<file path="src/rtl/grid_removal_sequencer_pkg.sv">
// Shared types and defaults for the grid removal sequencer.
package grid_removal_sequencer_pkg;

  typedef enum logic [2:0] {
    IDLE  = 3'd0,
    LOAD  = 3'd1,
    SCAN  = 3'd2,
    CHECK = 3'd3,
    DONE  = 3'd4
  } state_t;

  localparam int THRESH_DEFAULT = 4;

endpackage

</file>
<file path="src/rtl/grid_removal_sequencer_neighbor_count.sv">
// Combinational 8-neighbour occupancy count for cell (r,c) of the grid.
module grid_neighbor_count
  import grid_removal_sequencer_pkg::*;
#(
  parameter  int WIDTH = 10,
  parameter  int DEPTH = 10,
  localparam int RW    = (DEPTH > 1) ? $clog2(DEPTH) : 1,
  localparam int CW    = (WIDTH > 1) ? $clog2(WIDTH) : 1
) (
  input  logic [DEPTH-1:0][WIDTH-1:0] grid,
  input  logic [RW-1:0]               r,
  input  logic [CW-1:0]               c,
  output logic [3:0]                  count
);

  logic [DEPTH-1:0]             row_near, row_eq;
  logic [WIDTH-1:0]             col_near, col_eq;
  logic [DEPTH-1:0][WIDTH-1:0]  hit;

  // Out-of-grid neighbours simply have no row/column to match against.
  for (genvar i = 0; i < DEPTH; i++) begin : g_row
    logic up, dn;
    if (i > 0) begin : g_up
      assign up = (r == RW'(i - 1));
    end else begin : g_no_up
      assign up = 1'b0;
    end
    if (i < DEPTH - 1) begin : g_dn
      assign dn = (r == RW'(i + 1));
    end else begin : g_no_dn
      assign dn = 1'b0;
    end
    assign row_eq[i]   = (r == RW'(i));
    assign row_near[i] = row_eq[i] | up | dn;
  end

  for (genvar j = 0; j < WIDTH; j++) begin : g_col
    logic lf, rt;
    if (j > 0) begin : g_lf
      assign lf = (c == CW'(j - 1));
    end else begin : g_no_lf
      assign lf = 1'b0;
    end
    if (j < WIDTH - 1) begin : g_rt
      assign rt = (c == CW'(j + 1));
    end else begin : g_no_rt
      assign rt = 1'b0;
    end
    assign col_eq[j]   = (c == CW'(j));
    assign col_near[j] = col_eq[j] | lf | rt;
  end

  for (genvar i = 0; i < DEPTH; i++) begin : g_hit_r
    for (genvar j = 0; j < WIDTH; j++) begin : g_hit_c
      assign hit[i][j] = grid[i][j] & row_near[i] & col_near[j] & ~(row_eq[i] & col_eq[j]);
    end
  end

  assign count = 4'($countones(hit));

endmodule

</file>
<file path="src/rtl/grid_removal_sequencer.sv">
// Loads a DEPTH x WIDTH occupancy grid, then sweeps it removing sparse cells until stable.
// Optional build macro GRID_ROUND_LIMIT_EN adds MAX_ROUNDS and the limit_hit output.
//
// state | meaning
// IDLE  | waiting for start after reset
// LOAD  | accepting rows 0..DEPTH-1
// SCAN  | visiting one cell per cycle, row-major, clearing in place
// CHECK | end of sweep: count round, accumulate, decide stop or resweep
// DONE  | results held until the next start
module grid_removal_sequencer
  import grid_removal_sequencer_pkg::*;
#(
  parameter int WIDTH  = 10,
  parameter int DEPTH  = 10,
  parameter int THRESH = THRESH_DEFAULT,
  parameter int CNT_W  = 16
`ifdef GRID_ROUND_LIMIT_EN
  ,parameter int MAX_ROUNDS = 255
`endif
) (
  input  logic             clk,
  input  logic             rst,
  input  logic             start,
  input  logic             row_valid,
  input  logic [WIDTH-1:0] row_data,
  output logic             row_ready,
  output logic             busy,
  output logic             done,
  output logic [CNT_W-1:0] total_removed,
  output logic [CNT_W-1:0] round_count
`ifdef GRID_ROUND_LIMIT_EN
  ,output logic            limit_hit
`endif
);

  localparam int RW = (DEPTH > 1) ? $clog2(DEPTH) : 1;
  localparam int CW = (WIDTH > 1) ? $clog2(WIDTH) : 1;
  localparam int PW = $clog2(WIDTH * DEPTH + 1);
  localparam int SW = ((CNT_W > PW) ? CNT_W : PW) + 1;
  localparam logic [CNT_W-1:0] CNT_MAX = '1;

  state_t                      state, state_n;
  logic [DEPTH-1:0][WIDTH-1:0] grid;
  logic [RW-1:0]               row;
  logic [CW-1:0]               col;
  logic [PW-1:0]               round_cnt;
  logic [3:0]                  nbr_cnt;
  logic                        job_start, row_xfer, last_row, last_col, remove, stop_limit;
  logic [CNT_W-1:0]            round_count_n, total_n;
  logic [SW-1:0]               sum_w;

  grid_neighbor_count #(.WIDTH(WIDTH), .DEPTH(DEPTH)) u_nbr (
    .grid  (grid),
    .r     (row),
    .c     (col),
    .count (nbr_cnt)
  );

  always_comb begin
    job_start     = ((state == IDLE) || (state == DONE)) && start;
    row_xfer      = (state == LOAD) && row_valid;
    last_row      = (row == RW'(DEPTH - 1));
    last_col      = (col == CW'(WIDTH - 1));
    remove        = (state == SCAN) && grid[row][col] && (int'(nbr_cnt) < THRESH);
    round_count_n = (round_count == CNT_MAX) ? round_count : round_count + CNT_W'(1);
    sum_w         = SW'(total_removed) + SW'(round_cnt);
    total_n       = (sum_w > SW'(CNT_MAX)) ? CNT_MAX : sum_w[CNT_W-1:0];
`ifdef GRID_ROUND_LIMIT_EN
    stop_limit    = (state == CHECK) && (round_cnt != '0) && (int'(round_count_n) == MAX_ROUNDS);
`else
    stop_limit    = 1'b0;
`endif
  end

  always_ff @(posedge clk) begin
    if (rst) state <= IDLE;
    else     state <= state_n;
  end

  always_comb begin
    state_n   = state;
    row_ready = 1'b0;
    busy      = 1'b0;
    done      = 1'b0;
    case (state)
      IDLE: begin
        if (start) state_n = LOAD;
      end
      LOAD: begin
        row_ready = 1'b1;
        busy      = 1'b1;
        if (row_valid && last_row) state_n = SCAN;
      end
      SCAN: begin
        busy = 1'b1;
        if (last_row && last_col) state_n = CHECK;
      end
      CHECK: begin
        busy    = 1'b1;
        state_n = ((round_cnt == '0) || stop_limit) ? DONE : SCAN;
      end
      DONE: begin
        done = 1'b1;
        if (start) state_n = LOAD;
      end
      default: state_n = IDLE;
    endcase
  end

  always_ff @(posedge clk) begin
    if (rst || job_start) begin
      grid          <= '0;
      row           <= '0;
      col           <= '0;
      round_cnt     <= '0;
      total_removed <= '0;
      round_count   <= '0;
`ifdef GRID_ROUND_LIMIT_EN
      limit_hit     <= 1'b0;
`endif
    end else begin
      if (row_xfer) begin
        grid[row] <= row_data;
        row       <= last_row ? '0 : row + RW'(1);
      end
      if (state == SCAN) begin
        // Clearing here is visible to every later cell of the same sweep.
        if (remove) begin
          grid[row][col] <= 1'b0;
          round_cnt      <= round_cnt + PW'(1);
        end
        if (last_col) begin
          col <= '0;
          row <= last_row ? '0 : row + RW'(1);
        end else begin
          col <= col + CW'(1);
        end
      end
      if (state == CHECK) begin
        round_count <= round_count_n;
        if (round_cnt != '0) begin
          total_removed <= total_n;
          round_cnt     <= '0;
        end
`ifdef GRID_ROUND_LIMIT_EN
        if (stop_limit) limit_hit <= 1'b1;
`endif
      end
    end
  end

endmodule

</file>
<file path="config.mk">
export PLATFORM = sky130hd
export DESIGN_NAME = grid_removal_sequencer
export DESIGN_NICKNAME = d
export VERILOG_FILES = /design/src/rtl/grid_removal_sequencer_pkg.sv /design/src/rtl/grid_removal_sequencer_neighbor_count.sv /design/src/rtl/grid_removal_sequencer.sv
export SDC_FILE = /design/constraint.sdc
export NUM_CORES = 1
export LEC_CHECK = 0
export BUFFER_PORTS_ARGS = -buffer_cell sky130_fd_sc_hd__buf_2
export CAP_MARGIN = 0
export CORE_MARGIN = 3
export CORE_UTILIZATION = 30
export CTS_BUF_LIST = sky130_fd_sc_hd__clkbuf_8
export DETAILED_ROUTE_END_ITERATION = 8
export GPL_ROUTABILITY_DRIVEN = 0
export PLACE_DENSITY = 0.54
export SYNTH_ARGS = -nofsm -noshare
export SYNTH_HDL_FRONTEND = slang
export SYNTH_SLANG_ARGS = --single-unit
</file>
<file path="constraint.sdc">
create_clock -name clk -period 9.7 [get_ports clk]
set_input_delay 1.455 -clock clk [delete_from_list [all_inputs] [get_ports clk]]
set_output_delay 1.455 -clock clk [all_outputs]
set_load 0.02 [all_outputs]
</file>
=== After elaboration in Yosys (flattened, before gate mapping) ===
Cells that the tools add are included.

* RAM bits: 0
* ROM bits: 0
* Flip-flop bits (word level): 150
* Bits in latches: 0
* Input port bits: 14
* Memories kept: 0
* Output and inout port bits: 35

* Reductions and logical operators: 20
* $lt $le $gt $ge: 6
* Equality and inequality tests: 26
* Shift-type cells: 0
* Divide/modulo/power cells: 0
* Bitwise logic cells: 537
* Add/subtract/negate cells: 104
* Mux-type cells: 33
* Multipliers: 0

{| class="wikitable"
|+ Operator list
! kind !! number
|-
| $and A1 B1 Y1 || 400
|-
| $mux W100 || 4
|-
| $not A1 Y1 || 101
|-
| $add A1 B1 Y2 || 50
|-
| $and A100 B100 Y100 || 1
|-
| $bwmux W100 || 1
|-
| $not A100 Y100 || 1
|-
| $add A4 B4 Y4 || 24
|-
| $demux W10 S4 || 2
|-
| $add A2 B2 Y3 || 25
|-
| $bmux W10 S4 || 1
|-
| $or A1 B1 Y1 || 34
|-
| $eq A4 B3 Y1 const B || 8
|-
| $mux W10 || 3
|-
| $mux W7 || 4
|-
| $mux W4 || 5
|-
| $add A16 B7 Y17 || 1
|-
| $gt A17 B16 Y1 const B || 1
|-
| $add A16 B1 Y16 const B || 1
|-
| $eq A16 B16 Y1 const B || 1
|-
| $eq A4 B2 Y1 const B || 4
|-
| $eq A4 B4 Y1 const B || 4
|-
| $mux W16 || 1
|-
| $mux W3 || 4
|-
| other kinds (25) || 45
|}

=== Longest topological paths before layout ===
Gate-level depths: netlist (run 1).

* Word-level depth: 19
* Gate-level depth with buffers: 35
* Mapped depth without buffers: 30

=== Modules after synthesis ===
A second synthesis (run 1) with hierarchy kept.

* Cells, all modules: 1292
* Area, all modules: 11741.3 µm²

{| class="wikitable"
|+ Modules (own cells, without submodules)
! module !! instances !! area each (µm²) !! cells an instance
|-
| grid_removal_sequencer || 1 || 7932.6 || 846
|-
| grid_neighbor_count || 1 || 3808.7 || 446
|}

=== Least setup slack after synthesis (run 1) ===
OpenSTA, ideal clock, no wires.

* Path kind: reg-to-reg
* Start point: register row[0]
* End point: register grid[18] in the netlist's numbering
* Clock period less this slack: 8123 ps
* Data required time: 9541 ps
* Data arrival time: 7965 ps
* Library setup time: 159 ps
* Setup slack: 1577 ps
* Buffers on the path: 6
* Stages on the path, launching flop included: 31
* Path through: dfxtp_1 -> buf_4 -> buf_4 -> buf_2 -> clkbuf_1 -> nand3_1 -> o21ai_1 -> o2111ai_1 -> fa_1 -> inv_1 -> ha_1 -> ha_1 -> fa_1 -> inv_1 -> fa_1 -> inv_1 -> fa_1 -> fa_1 -> fa_1 -> fa_1 -> inv_1 -> fa_1 -> inv_1 -> ha_1 -> a2111oi_0 -> nor3_1 -> xnor2_2 -> a211oi_2 -> buf_6 -> buf_6 -> a41oi_1

* Word-level cells in the longest chain between the ends: 17

{| class="wikitable"
|+ RTL lines
! what !! line !! source
|-
| start: declaration || grid_removal_sequencer.sv:44 || <nowiki>logic [RW-1:0] row;</nowiki>
|-
| start signal: assignment || grid_removal_sequencer.sv:124 || <nowiki>row <= last_row ? '0 : row + RW'(1);</nowiki>
|-
| start signal: assignment || grid_removal_sequencer.sv:134 || <nowiki>row <= last_row ? '0 : row + RW'(1);</nowiki>
|-
| $eq A4 B1 Y1 (tied with other cells) || grid_removal_sequencer_neighbor_count.sv:24, grid_removal_sequencer_neighbor_count.sv:29, grid_removal_sequencer_neighbor_count.sv:33 ||
|-
| $or A1 B1 Y1 (2 in a row) || grid_removal_sequencer_neighbor_count.sv:34 || <nowiki>assign row_near[i] = row_eq[i] | up | dn;</nowiki>
|-
| $and A1 B1 Y1 (3 in a row) || grid_removal_sequencer_neighbor_count.sv:55 || <nowiki>assign hit[i][j] = grid[i][j] & row_near[i] & col_near[j] & ~(row_eq[i] & col_eq[j]);</nowiki>
|-
| $add A1 B1 Y2 (not written as such) || grid_removal_sequencer_neighbor_count.sv:59 || <nowiki>assign count = 4'($countones(hit));</nowiki>
|-
| $add A2 B2 Y3 (not written as such) || grid_removal_sequencer_neighbor_count.sv:59 ||
|-
| $add A4 B4 Y4 (not written as such) (5 in a row) || grid_removal_sequencer_neighbor_count.sv:59 ||
|-
| $lt A4 B3 Y1 || grid_removal_sequencer.sv:64 || <nowiki>remove = (state == SCAN) && grid[row][col] && (int'(nbr_cnt) < THRESH);</nowiki>
|-
| $logic_and A1 B1 Y1 || grid_removal_sequencer.sv:64 ||
|-
| $mux W100 || grid_removal_sequencer.sv:128 || <nowiki>if (remove) begin</nowiki>
|-
| $mux W100 * || grid_removal_sequencer.sv:126 || <nowiki>if (state == SCAN) begin</nowiki>
|-
| end signal: indexed assignment || grid_removal_sequencer.sv:123 || <nowiki>grid[row] <= row_data;</nowiki>
|-
| end: declaration || grid_removal_sequencer.sv:43 || <nowiki>logic [DEPTH-1:0][WIDTH-1:0] grid;</nowiki>
|}

Every way passes the cells marked *; elsewhere a longest branch is shown, timed or not. The select of a mux whose other input is x is not followed.
A chain may end at the register's enable or synchronous reset.

=== Worst setup path in the final report (run 1) ===
* Start point: register col[1]
* End point: register grid[50] in the netlist's numbering

* Word-level cells in the longest chain between the ends: 16

{| class="wikitable"
|+ RTL lines
! what !! line !! source
|-
| start: declaration || grid_removal_sequencer.sv:45 || <nowiki>logic [CW-1:0] col;</nowiki>
|-
| start signal: assignment || grid_removal_sequencer.sv:136 || <nowiki>col <= col + CW'(1);</nowiki>
|-
| $eq A4 B1 Y1 (tied with other cells) || grid_removal_sequencer_neighbor_count.sv:40, grid_removal_sequencer_neighbor_count.sv:45, grid_removal_sequencer_neighbor_count.sv:49 ||
|-
| $or A1 B1 Y1 (2 in a row) || grid_removal_sequencer_neighbor_count.sv:50 || <nowiki>assign col_near[j] = col_eq[j] | lf | rt;</nowiki>
|-
| $and A1 B1 Y1 (2 in a row) || grid_removal_sequencer_neighbor_count.sv:55 ||
|-
| $add A1 B1 Y2 (not written as such) || grid_removal_sequencer_neighbor_count.sv:59 ||
|-
| $add A2 B2 Y3 (not written as such) || grid_removal_sequencer_neighbor_count.sv:59 ||
|-
| $add A4 B4 Y4 (not written as such) (5 in a row) || grid_removal_sequencer_neighbor_count.sv:59 ||
|-
| $lt A4 B3 Y1 || grid_removal_sequencer.sv:64 ||
|-
| $logic_and A1 B1 Y1 || grid_removal_sequencer.sv:64 ||
|-
| $mux W100 * || grid_removal_sequencer.sv:128 ||
|-
| $mux W100 * || grid_removal_sequencer.sv:126 ||
|}

Marked as above.

==> metrics.txt, run 1 <==
Max Used Layer met4; Detailed Routing Iterations Pass 1 6; die width 210.6 um; critical path type flip-flop to flip-flop; run status completed; P&R area growth vs syn 9.860%; Syn Nets 1636; met2 WL post-DR 20350 um; Hold Buf Count CTS 0; CP top delay family adder cells; cts repair resizes 0; Clock Tree Buf Depth 2; most frequent CP cell fa_1; Mapped Area 0.01256 sq mm; antenna-violating nets left 0; initial antenna violation count 0; number of I/O port buffers 48; CP max-delay cell fa_1; Hold WC Path Type flip-flop to flip-flop; WL final 47890 um; Synth Area per Inst 8.511 sq um; starting density of the core 30.56%; final setup fails 0; CP max FO 102; Vias/cell 6.011; CTS Buf Count 17; die footprint 0.04437 sq mm; RSZ-0062 raised after global routing no; Post-Layout Cell Count 2026; commonest non-fill, non-tap cell in the layout a21oi_1; Power, Total 1.233 mW; H-Tree Depth 4; Worst EP required 10.04 ns; yosys warns 0; CTS sink count 150; Main synth FF type dfxtp_1; Final WS setup 0.4271 ns; final worst path period need 9.273 ns; Critical Path Source Type flip-flop; Antenna diodes 0; CTS tree done; number of remaining DRC errors 0; Metal-1 WL 20480 um; Max Cap Violations 0; detailed placement HPWL 36240 um; Global Route Usage Sum 21.28%; filler instances 4341; crit-path max cell delay 0.57 ns; synthesized flop and latch total 150; Critical Path End Type flip-flop; Core ar. 0.04111 sq mm; clk slew on worst S/H paths 0.09 ns; final hold viol count 0; layout cells sized above 1 11.78%; worst skew pair latency 0.49 ns; CP arrival 9.61 ns; f_max 107.8 MHz; FFs w/ async S/R, synth 0%; count of pins over their slew limit 0; most frequent cells in the layout a21oi_1, dfxtp_1, inv_1, nand2_1, nor2_1; Via Count 12178; Cell Pwr Density 89.35 mW/mm^2; largest net degree at the start of global routing 103; net count reported at finish 1641; total congestion overflow 0; Synth Instances 1476; EDFF count, synth 0; Cells after DPL 1994; period utilization 95.60%; worst vdd ir 0.08741 mV; vias in the first global route 11425; io pins 49; die height 210.6 um; Layout Utilization 33.57%; Post-CTS Setup Bufs 0; Iteration-0 DRC Markers 1826; Place WS 0.6628 ns; register area share after synthesis 23.90%; Synth cell types 66; routed wl met3 4938 um; worst relative slew slack 17.71%; LEAKAGE 5.539 nW; CP Buf/Inv Count 6; Worst Tran Pin Value 1.230 ns; Wirelength per Cell 23.64 um; num rows 74; skew final 0.01393 ns; Setup TNS Final 0 ns; Clock Tree Root clkbuf_8; first-pass GRT wire length 72440 um
-- cell type report --
| class | count | area, sq um | area share [%] |
|---|---|---|---|
| clock inverters | 10 | 118.9 | 0.8613 |
| repair buffers | 101 | 650.6 | 4.714 |
| multi-input cells | 1087 | 8592 | 62.26 |
| inverters | 124 | 465.4 | 3.373 |
| flip-flops and latches | 150 | 3005 | 21.78 |
| clock buffers | 22 | 302.8 | 2.194 |
| well taps | 532 | 665.6 | 4.823 |
-- cells by family after synthesis --
logic type | synth area share, %
mux | 5.498
fa+ha+maj | 19.38
buf+inv | 7.849
flops | 23.90
xor+xnor | 3.277
compound gates | 23.67
simple gates | 16.42
-- registers in the layout (all words and copies together) (netlist names) --
signal         cells
state              3
grid             100
row                4
round_count       16
total_removed     16
round_cnt          7
col                4
-- cells in the mapped netlist (4+ instances only) --
cell / n / area, sq um
xor2_1: 5 / 43.79
a311oi_1: 10 / 87.58
buf_2: 8 / 40.04
buf_1: 4 / 15.01
and3_1: 52 / 325.3
nor3_1: 65 / 325.3
and2_1: 4 / 25.02
a22oi_1: 63 / 473.0
nand2_1: 96 / 360.4
o21ai_0: 34 / 170.2
nor2_1: 89 / 334.1
mux2i_1: 24 / 240.2
nand4b_1: 5 / 43.79
a211oi_1: 42 / 315.3
buf_6: 6 / 67.56
o2111ai_1: 29 / 254.0
or3_1: 8 / 50.05
nor2b_1: 11 / 68.82
nand4_1: 15 / 93.84
nand3_1: 30 / 150.1
o2111a_1: 8 / 90.09
a41oi_2: 5 / 81.33
o22ai_1: 4 / 25.02
nor3b_1: 4 / 30.03
clkbuf_1: 88 / 330.3
o21ai_1: 4 / 20.02
dfxtp_1: 150 / 3003
a21o_1: 8 / 60.06
ha_1: 65 / 813.3
a32oi_1: 4 / 35.03
or2_2: 4 / 25.02
o211ai_1: 7 / 52.55
a41oi_1: 26 / 227.7
a31oi_1: 12 / 75.07
and4_1: 10 / 87.58
nand2b_1: 10 / 62.56
buf_4: 9 / 67.56
mux4_2: 16 / 360.4
inv_1: 124 / 465.5
a21oi_1: 158 / 790.8
a2111oi_0: 5 / 43.79
fa_1: 81 / 1622
mux2_2: 8 / 90.09
xnor2_1: 35 / 306.5
nor4_1: 4 / 25.02
-- tightest hold or removal path: stages (launching register included) --
cell and delay [ns]:
dfxtp_1 0.35, inv_1 0.06, a211oi_1 0.05
-- per-stage QoR --
| step | hold slack [ns] | cell area, sq um |
|---|---|---|
| 2_1_floorplan | 0.4549 | 12560 |
| 3_3_place_gp | 0.4852 | 13380 |
| 3_5_place_dp | 0.4915 | 13380 |
| 4_1_cts | 0.5059 | 13800 |
| 5_1_grt | 0.5461 | 13800 |
| 6_report | 0.4994 | 13800 |
-- path summary, 6_finish.rpt --
check | slack [ns] | end | from | cells past startpoint
worst max register to register | 0.43 | grid[50]$_SDFF_PP0_ | col[1]$_SDFFE_PP0N_ | 26
worst min register to register | 0.50 | total_removed[11]$_SDFFE_PP0P_ | total_removed[11]$_SDFFE_PP0P_ | 2
worst max-delay path | 0.43 | grid[50]$_SDFF_PP0_ | col[1]$_SDFFE_PP0N_ | 26
worst min-delay path | 0.50 | total_removed[11]$_SDFFE_PP0P_ | total_removed[11]$_SDFFE_PP0P_ | 2
-- metal layers --
| metal | vias to the layer above | track usage (%) |
|---|---|---|
| li1 | 5411 | - |
| met1 | 5906 | 29.97 |
| met2 | 716 | 31.57 |
| met3 | 145 | 5.124 |
| met4 | 0 | 8.199 |
| met5 | - | 0 |
-- report_power, final --
group / internal [mW] / switching, mW / leakage, nW / total, mW
Clock: 0.264 / 0.261 / 0.213 / 0.525
Combinational: 0.0188 / 0.0676 / 4.12 / 0.0864
Sequential: 0.617 / 0.00481 / 1.21 / 0.622
No activity file was read; power rests on OpenSTA's default activity.
==> run 2, diff against run 1 <==
- CORE_UTILIZATION: 30 -> 24
- PLACE_DENSITY: 0.54 -> 0.47
==> run 2 against run 1 <==
Design area grew 1.3%. Flip-flop and latch count unchanged. Register-to-register slack improved by 0.15 ns. Sequential share of layout area down 0.27 points. Critical endpoint unchanged. Final cell count rose by 7.5%. Core utilization decreased by 6.4 points. Clock-buffer cell count is 3 lower. Via count up 0.16%. Hold slack improved by 0.0050 ns. Non-clock buffer count is 2 higher.
==> metrics.txt, run 2 (synthesized netlist as in run 1, its figures left out) <==
run status completed (unchanged); net count reported at finish 1643 (was 1641); WL final 51190 um (was 47890 um); antenna-violating nets left 0 (unchanged); Worst Tran Pin Value 1.019 ns (was 1.230 ns); count of pins over their slew limit 0 (unchanged); num rows 83 (was 74); number of remaining DRC errors 0 (unchanged); LEAKAGE 5.535 nW (was 5.539 nW); worst relative slew slack 32.04% (was 17.71%); io pins 49 (unchanged); filler instances 5645 (was 4341); Detailed Routing Iterations Pass 1 6 (unchanged); Global Route Usage Sum 18.03% (was 21.28%); worst vdd ir 0.08592 mV (was 0.08741 mV); Setup TNS Final 0 ns (unchanged); Vias/cell 5.603 (was 6.011); die width 234.8 um (was 210.6 um); H-Tree Depth 4 (unchanged); detailed placement HPWL 38700 um (was 36240 um); CTS tree done (unchanged); f_max 109.6 MHz (was 107.8 MHz); RSZ-0062 raised after global routing no (unchanged); Core ar. 0.05151 sq mm (was 0.04111 sq mm); Worst EP required 10.05 ns (was 10.04 ns); period utilization 94.10% (was 95.60%); die footprint 0.05512 sq mm (was 0.04437 sq mm); Max Cap Violations 0 (unchanged); commonest non-fill, non-tap cell in the layout a21oi_1 (unchanged); Largest regs grid x100, round_count x16, total_removed x16 (unchanged); initial antenna violation count 1 (was 0); first-pass GRT wire length 76480 um (was 72440 um); DP Area 0.01358 sq mm (was 0.01338 sq mm); R2R Setup Slk 0.57 ns (was 0.43 ns); CP max FO 102 (unchanged); Via Count 12198 (was 12178); CTS sink count 150 (unchanged); final setup fails 0 (unchanged); final hold viol count 0 (unchanged); layout cells sized above 1 11.97% (was 11.78%); CTS Buf Count 17 (unchanged); Iteration-0 DRC Markers 1386 (was 1826); Critical Path Source Type flip-flop (unchanged); Clock Tree Buf Depth 2 (unchanged); final worst path period need 9.127 ns (was 9.273 ns); critical path type flip-flop to flip-flop (unchanged); starting density of the core 24.39% (was 30.56%); skew final 0.01276 ns (was 0.01393 ns); number of I/O port buffers 48 (unchanged); largest net degree at the start of global routing 103 (unchanged); total congestion overflow 0 (unchanged); Cell Pwr Density 86.28 mW/mm^2 (was 89.35 mW/mm^2); worst skew pair latency 0.50 ns (was 0.49 ns); vias in the first global route 11671 (was 11425); clk slew on worst S/H paths 0.08 ns (was 0.09 ns); P&R area growth vs syn 11.27% (was 9.860%); CP arrival 9.48 ns (was 9.61 ns); Hold WC Path Type flip-flop to flip-flop (unchanged); max FFs per register 100 (unchanged); most frequent cells in the layout a21oi_1, dfxtp_1, inv_1, nand2_1, nor2_1 (unchanged); Wirelength per Cell 23.51 um (was 23.64 um); largest reg by FF count grid (unchanged); die height 234.8 um (was 210.6 um); Post-CTS Setup Bufs 0 (unchanged); Critical Path End Type flip-flop (unchanged); multi-input logic area 0.008593 sq mm (was 0.008592 sq mm); Storage cell area 0.003007 sq mm (was 0.003005 sq mm); fin area 0.01398 sq mm (was 0.01380 sq mm); Clock Tree Root clkbuf_8 (unchanged)
run 2: path summary, 6_finish.rpt:
check                          start                      end  cells after the start
max              col[2]$_SDFFE_PP0N_      grid[50]$_SDFF_PP0_                     27
min          round_cnt[6]$_SDFF_PP0_  round_cnt[6]$_SDFF_PP0_                      2
max reg2reg      col[2]$_SDFFE_PP0N_      grid[50]$_SDFF_PP0_                     27
min reg2reg  round_cnt[6]$_SDFF_PP0_  round_cnt[6]$_SDFF_PP0_                      2
run 2: routing by layer:
| layer | global-route usage [%] | vias up | wire length [um] |
|---|---|---|---|
| li1 | - | 5412 | - |
| met5 | 0 | - | 0 |
| met4 | 7.086 | 0 | 2243 |
| met2 | 27.97 | 671 | 22610 |
| met3 | 4.261 | 154 | 4558 |
| met1 | 24.20 | 5961 | 21780 |
run 2: cell type report:
class	instances	area share, %
flip-flops and latches	150	21.51
clock buffers	19	1.871
repair buffers	103	4.762
clock inverters	13	0.9399
multi-input cells	1087	61.48
diodes	1	0.01790
inverters	124	3.330
well taps	680	6.087
run 2: stage by stage:
| step | hold WS [ns] | std cells | power (mW) | utilization, % | setup slack, ns |
|---|---|---|---|---|---|
| after global routing | 0.5339 | 2177 | 1.250 | 27.14 | 0.1895 |
| after global placement | 0.4832 | 2144 | 0.7185 | 26.36 | 0.5813 |
| final | 0.5044 | 2177 | 1.206 | 27.14 | 0.5726 |
| after floorplan | 0.4549 | 1476 | 0.6848 | - | 1.577 |
| after detailed placement | 0.4890 | 2144 | 0.7192 | 26.36 | 0.5308 |
| after CTS | 0.5040 | 2176 | 1.219 | 27.12 | 0.5556 |
run 2: worst max-delay path, stage by stage, from the launching register on:
cell and delay, ns:
dfxtp_1 0.53, nor2b_1 0.53, nand2_1 0.62, o2111ai_1 0.60, fa_1 0.49, inv_1 0.07
ha_1 0.14, ha_1 0.23, fa_1 0.51, inv_1 0.06, fa_1 0.54, inv_1 0.05
fa_1 0.41, fa_1 0.61, fa_1 0.45, fa_1 0.55, inv_1 0.06, fa_1 0.53
inv_1 0.04, ha_1 0.31, nand2b_1 0.12, nor2_1 0.05, a21oi_1 0.12, o2111a_1 0.34
inv_1 0.14, a211oi_4 0.21, buf_12 0.36, a41oi_1 0.20
run 2: timing repair:
action                     CTS  global route
resized for setup            0             2
hold buffers                 0             0
setup endpoints to repair    0             3
run 2: where the power goes:
part | total, mW | switching [mW] | internal (mW)
Clock | 0.500 | 0.260 | 0.240
Combinational | 0.0845 | 0.0661 | 0.0184
Sequential | 0.622 | 0.00466 | 0.617
==> run 3, diff against run 2 <==
- clock period: 9.7 -> 8.5 ns (I/O delays scaled with it)
==> run 3 against run 2 <==
Final cell count up 2.4%. Critical path depth grew 2. Sequential share of layout area is 0.76 points lower. Fmax is 11% higher. Clock-buffer cell count is 1 lower. Worst setup slack lost 0.26 ns. Die area unchanged. Critical path type unchanged.
==> metrics.txt, run 3 (synthesized netlist as in run 1, its figures left out) <==
run status completed (unchanged); largest net degree at the start of global routing 47 (was 103); starting density of the core 24.39% (unchanged); Layout Utilization 28.16% (was 27.14%); first-pass GRT wire length 78650 um (was 76480 um); worst relative slew slack 30.69% (was 32.04%); worst skew pair latency 0.51 ns (was 0.50 ns); Worst Tran Pin Value 1.040 ns (was 1.019 ns); die height 234.8 um (unchanged); Worst EP required 8.89 ns (was 10.05 ns); WL final 52900 um (was 51190 um); io pins 49 (unchanged); LEAKAGE 5.796 nW (was 5.535 nW); final hold viol count 0 (unchanged); CP arrival 8.58 ns (was 9.48 ns); switching power total 397.6 uW (was 331.0 uW); net count reported at finish 1695 (was 1643); combinational share of power 7.4% (was 7.0%); crit-path max cell delay 0.58 ns (was 0.62 ns); CP max-delay cell fa_1 (was nand2_1); Flop pwr share 53.2% (was 51.5%); final worst path period need 8.190 ns (was 9.127 ns); CTS Buf Count 17 (unchanged); number of remaining DRC errors 0 (unchanged); commonest non-fill, non-tap cell in the layout a21oi_1 (unchanged); clk slew on worst S/H paths 0.09 ns (was 0.08 ns); antenna-violating nets left 0 (unchanged); die width 234.8 um (unchanged); CTS tree done (unchanged); initial antenna violation count 1 (unchanged); detailed placement HPWL 40810 um (was 38700 um); Place WS -0.03523 ns (was 0.5308 ns); Critical Path Source Type flip-flop (unchanged); Clock Tree Buf Depth 2 (unchanged); Wirelength per Cell 23.72 um (was 23.51 um); final setup fails 0 (unchanged); DP Area 0.01402 sq mm (was 0.01358 sq mm); Cells after DPL 2193 (was 2144); count of pins over their slew limit 0 (unchanged); Hold WC Path Type flip-flop to flip-flop (unchanged); Largest regs grid x100, round_count x16, total_removed x16 (unchanged); switching share of power 29.83% (was 27.44%); H-Tree Depth 4 (unchanged); Detailed Routing Iterations Pass 1 6 (unchanged); f_max 122.1 MHz (was 109.6 MHz); hold slack 0.4906 ns (was 0.5044 ns); Core ar. 0.05151 sq mm (unchanged); Setup TNS Final 0 ns (unchanged); Via Count 12521 (was 12198); Post-Layout Cell Count 2230 (was 2177); P&R area growth vs syn 15.47% (was 11.27%); fin area 0.01451 sq mm (was 0.01398 sq mm); critical path type flip-flop to flip-flop (unchanged); most frequent CP cell fa_1 (unchanged); period utilization 96.35% (was 94.10%); num rows 83 (unchanged); Vias/cell 5.615 (was 5.603); Cell Pwr Density 91.88 mW/mm^2 (was 86.28 mW/mm^2); Internal Power 935.1 uW (was 875.0 uW); most frequent cells in the layout a21oi_1, dfxtp_1, inv_1, buf_4, nand2_1 (was a21oi_1, dfxtp_1, inv_1, nand2_1, nor2_1); number of I/O port buffers 48 (unchanged); RSZ-0062 raised after global routing no (unchanged); skew final 0.01889 ns (was 0.01276 ns); worst vdd ir 0.1339 mV (was 0.08592 mV); total congestion overflow 0 (unchanged); Critical Path End Type flip-flop (unchanged); Iteration-0 DRC Markers 1715 (was 1386); layout cells sized above 1 16.21% (was 11.97%); Global Route Usage Sum 18.59% (was 18.03%); Clock Power Share 39.4% (was 41.4%); Clock Tree Root clkbuf_8 (unchanged); largest reg by FF count grid (unchanged); max FFs per register 100 (unchanged); Final WS setup 0.3102 ns (was 0.5726 ns); die footprint 0.05512 sq mm (unchanged); vias in the first global route 11858 (was 11671); Max Cap Violations 0 (unchanged); Power, Total 1.333 mW (was 1.206 mW); CP max FO 16 (was 102); CTS sink count 150 (unchanged)
run 3: cell count changes in the layout (fill, tap and decap cells not counted), moves of 3 or more:
cell,delta
dfxtp_2,+3
o2111ai_1,-4
buf_4,+45
dfxtp_1,-3
o2111ai_2,+4
buf_12,+6
run 3: power groups by stage:
stage / sequential (mW) / combinational [mW] / clock, mW
floorplan: 0.722 / 0.0595 / 0
global placement: 0.725 / 0.0959 / 0
detailed placement: 0.725 / 0.0958 / 0
CTS: 0.709 / 0.0960 / 0.543
global route: 0.709 / 0.105 / 0.567
finish: 0.709 / 0.0981 / 0.526
run 3: cell type report:
cell class / instances / area [sq um]
diodes: 2 / 5.005
clock inverters: 14 / 103.9
flip-flops and latches: 150 / 3010
repair buffers: 155 / 1149
fillers: 5628 / 37000
multi-input cells: 1087 / 8673
inverters: 124 / 465.4
clock buffers: 18 / 247.7
well taps: 680 / 850.8
run 3: metal layers:
metal | wire, um | share of wire, % | GRT usage, % | vias to the layer above
li1 | - | - | - | 5531
met1 | 22500 | 43 | 25.64 | 6090
met2 | 22700 | 43 | 27.44 | 739
met3 | 4886 | 9.2 | 4.167 | 161
met4 | 2817 | 5.3 | 8.830 | 0
met5 | 0 | 0 | 0 | -
run 3: worst max-delay path, delay by kind of cell, from the launching register on:
| kind | cells | cell delay, ns |
|---|---|---|
| fa+ha+maj | 11 | 4.79 |
| flops | 1 | 0.45 |
| buf+inv | 9 | 0.87 |
| xor+xnor | 1 | 0.24 |
| compound gates | 4 | 0.82 |
| simple gates | 4 | 0.83 |
run 3: worst paths after layout:
check / from / end / slack (ns) / cells past startpoint
hold reg to reg: total_removed[11]$_SDFFE_PP0P_ / total_removed[11]$_SDFFE_PP0P_ / 0.49 / 2
setup / recovery: row[1]$_SDFF_PP0_ / grid[85]$_SDFF_PP0_ / 0.31 / 29
hold / removal: total_removed[11]$_SDFFE_PP0P_ / total_removed[11]$_SDFFE_PP0P_ / 0.49 / 2
setup reg to reg: row[1]$_SDFF_PP0_ / grid[85]$_SDFF_PP0_ / 0.31 / 29
run 3: what timing repair did:
item	4_1_cts	5_1_grt
hold buffers	0	0
cloned	0	1
pin swaps	0	2
setup buffers	0	2
setup endpoints to repair	1	107
resized for setup	1	26
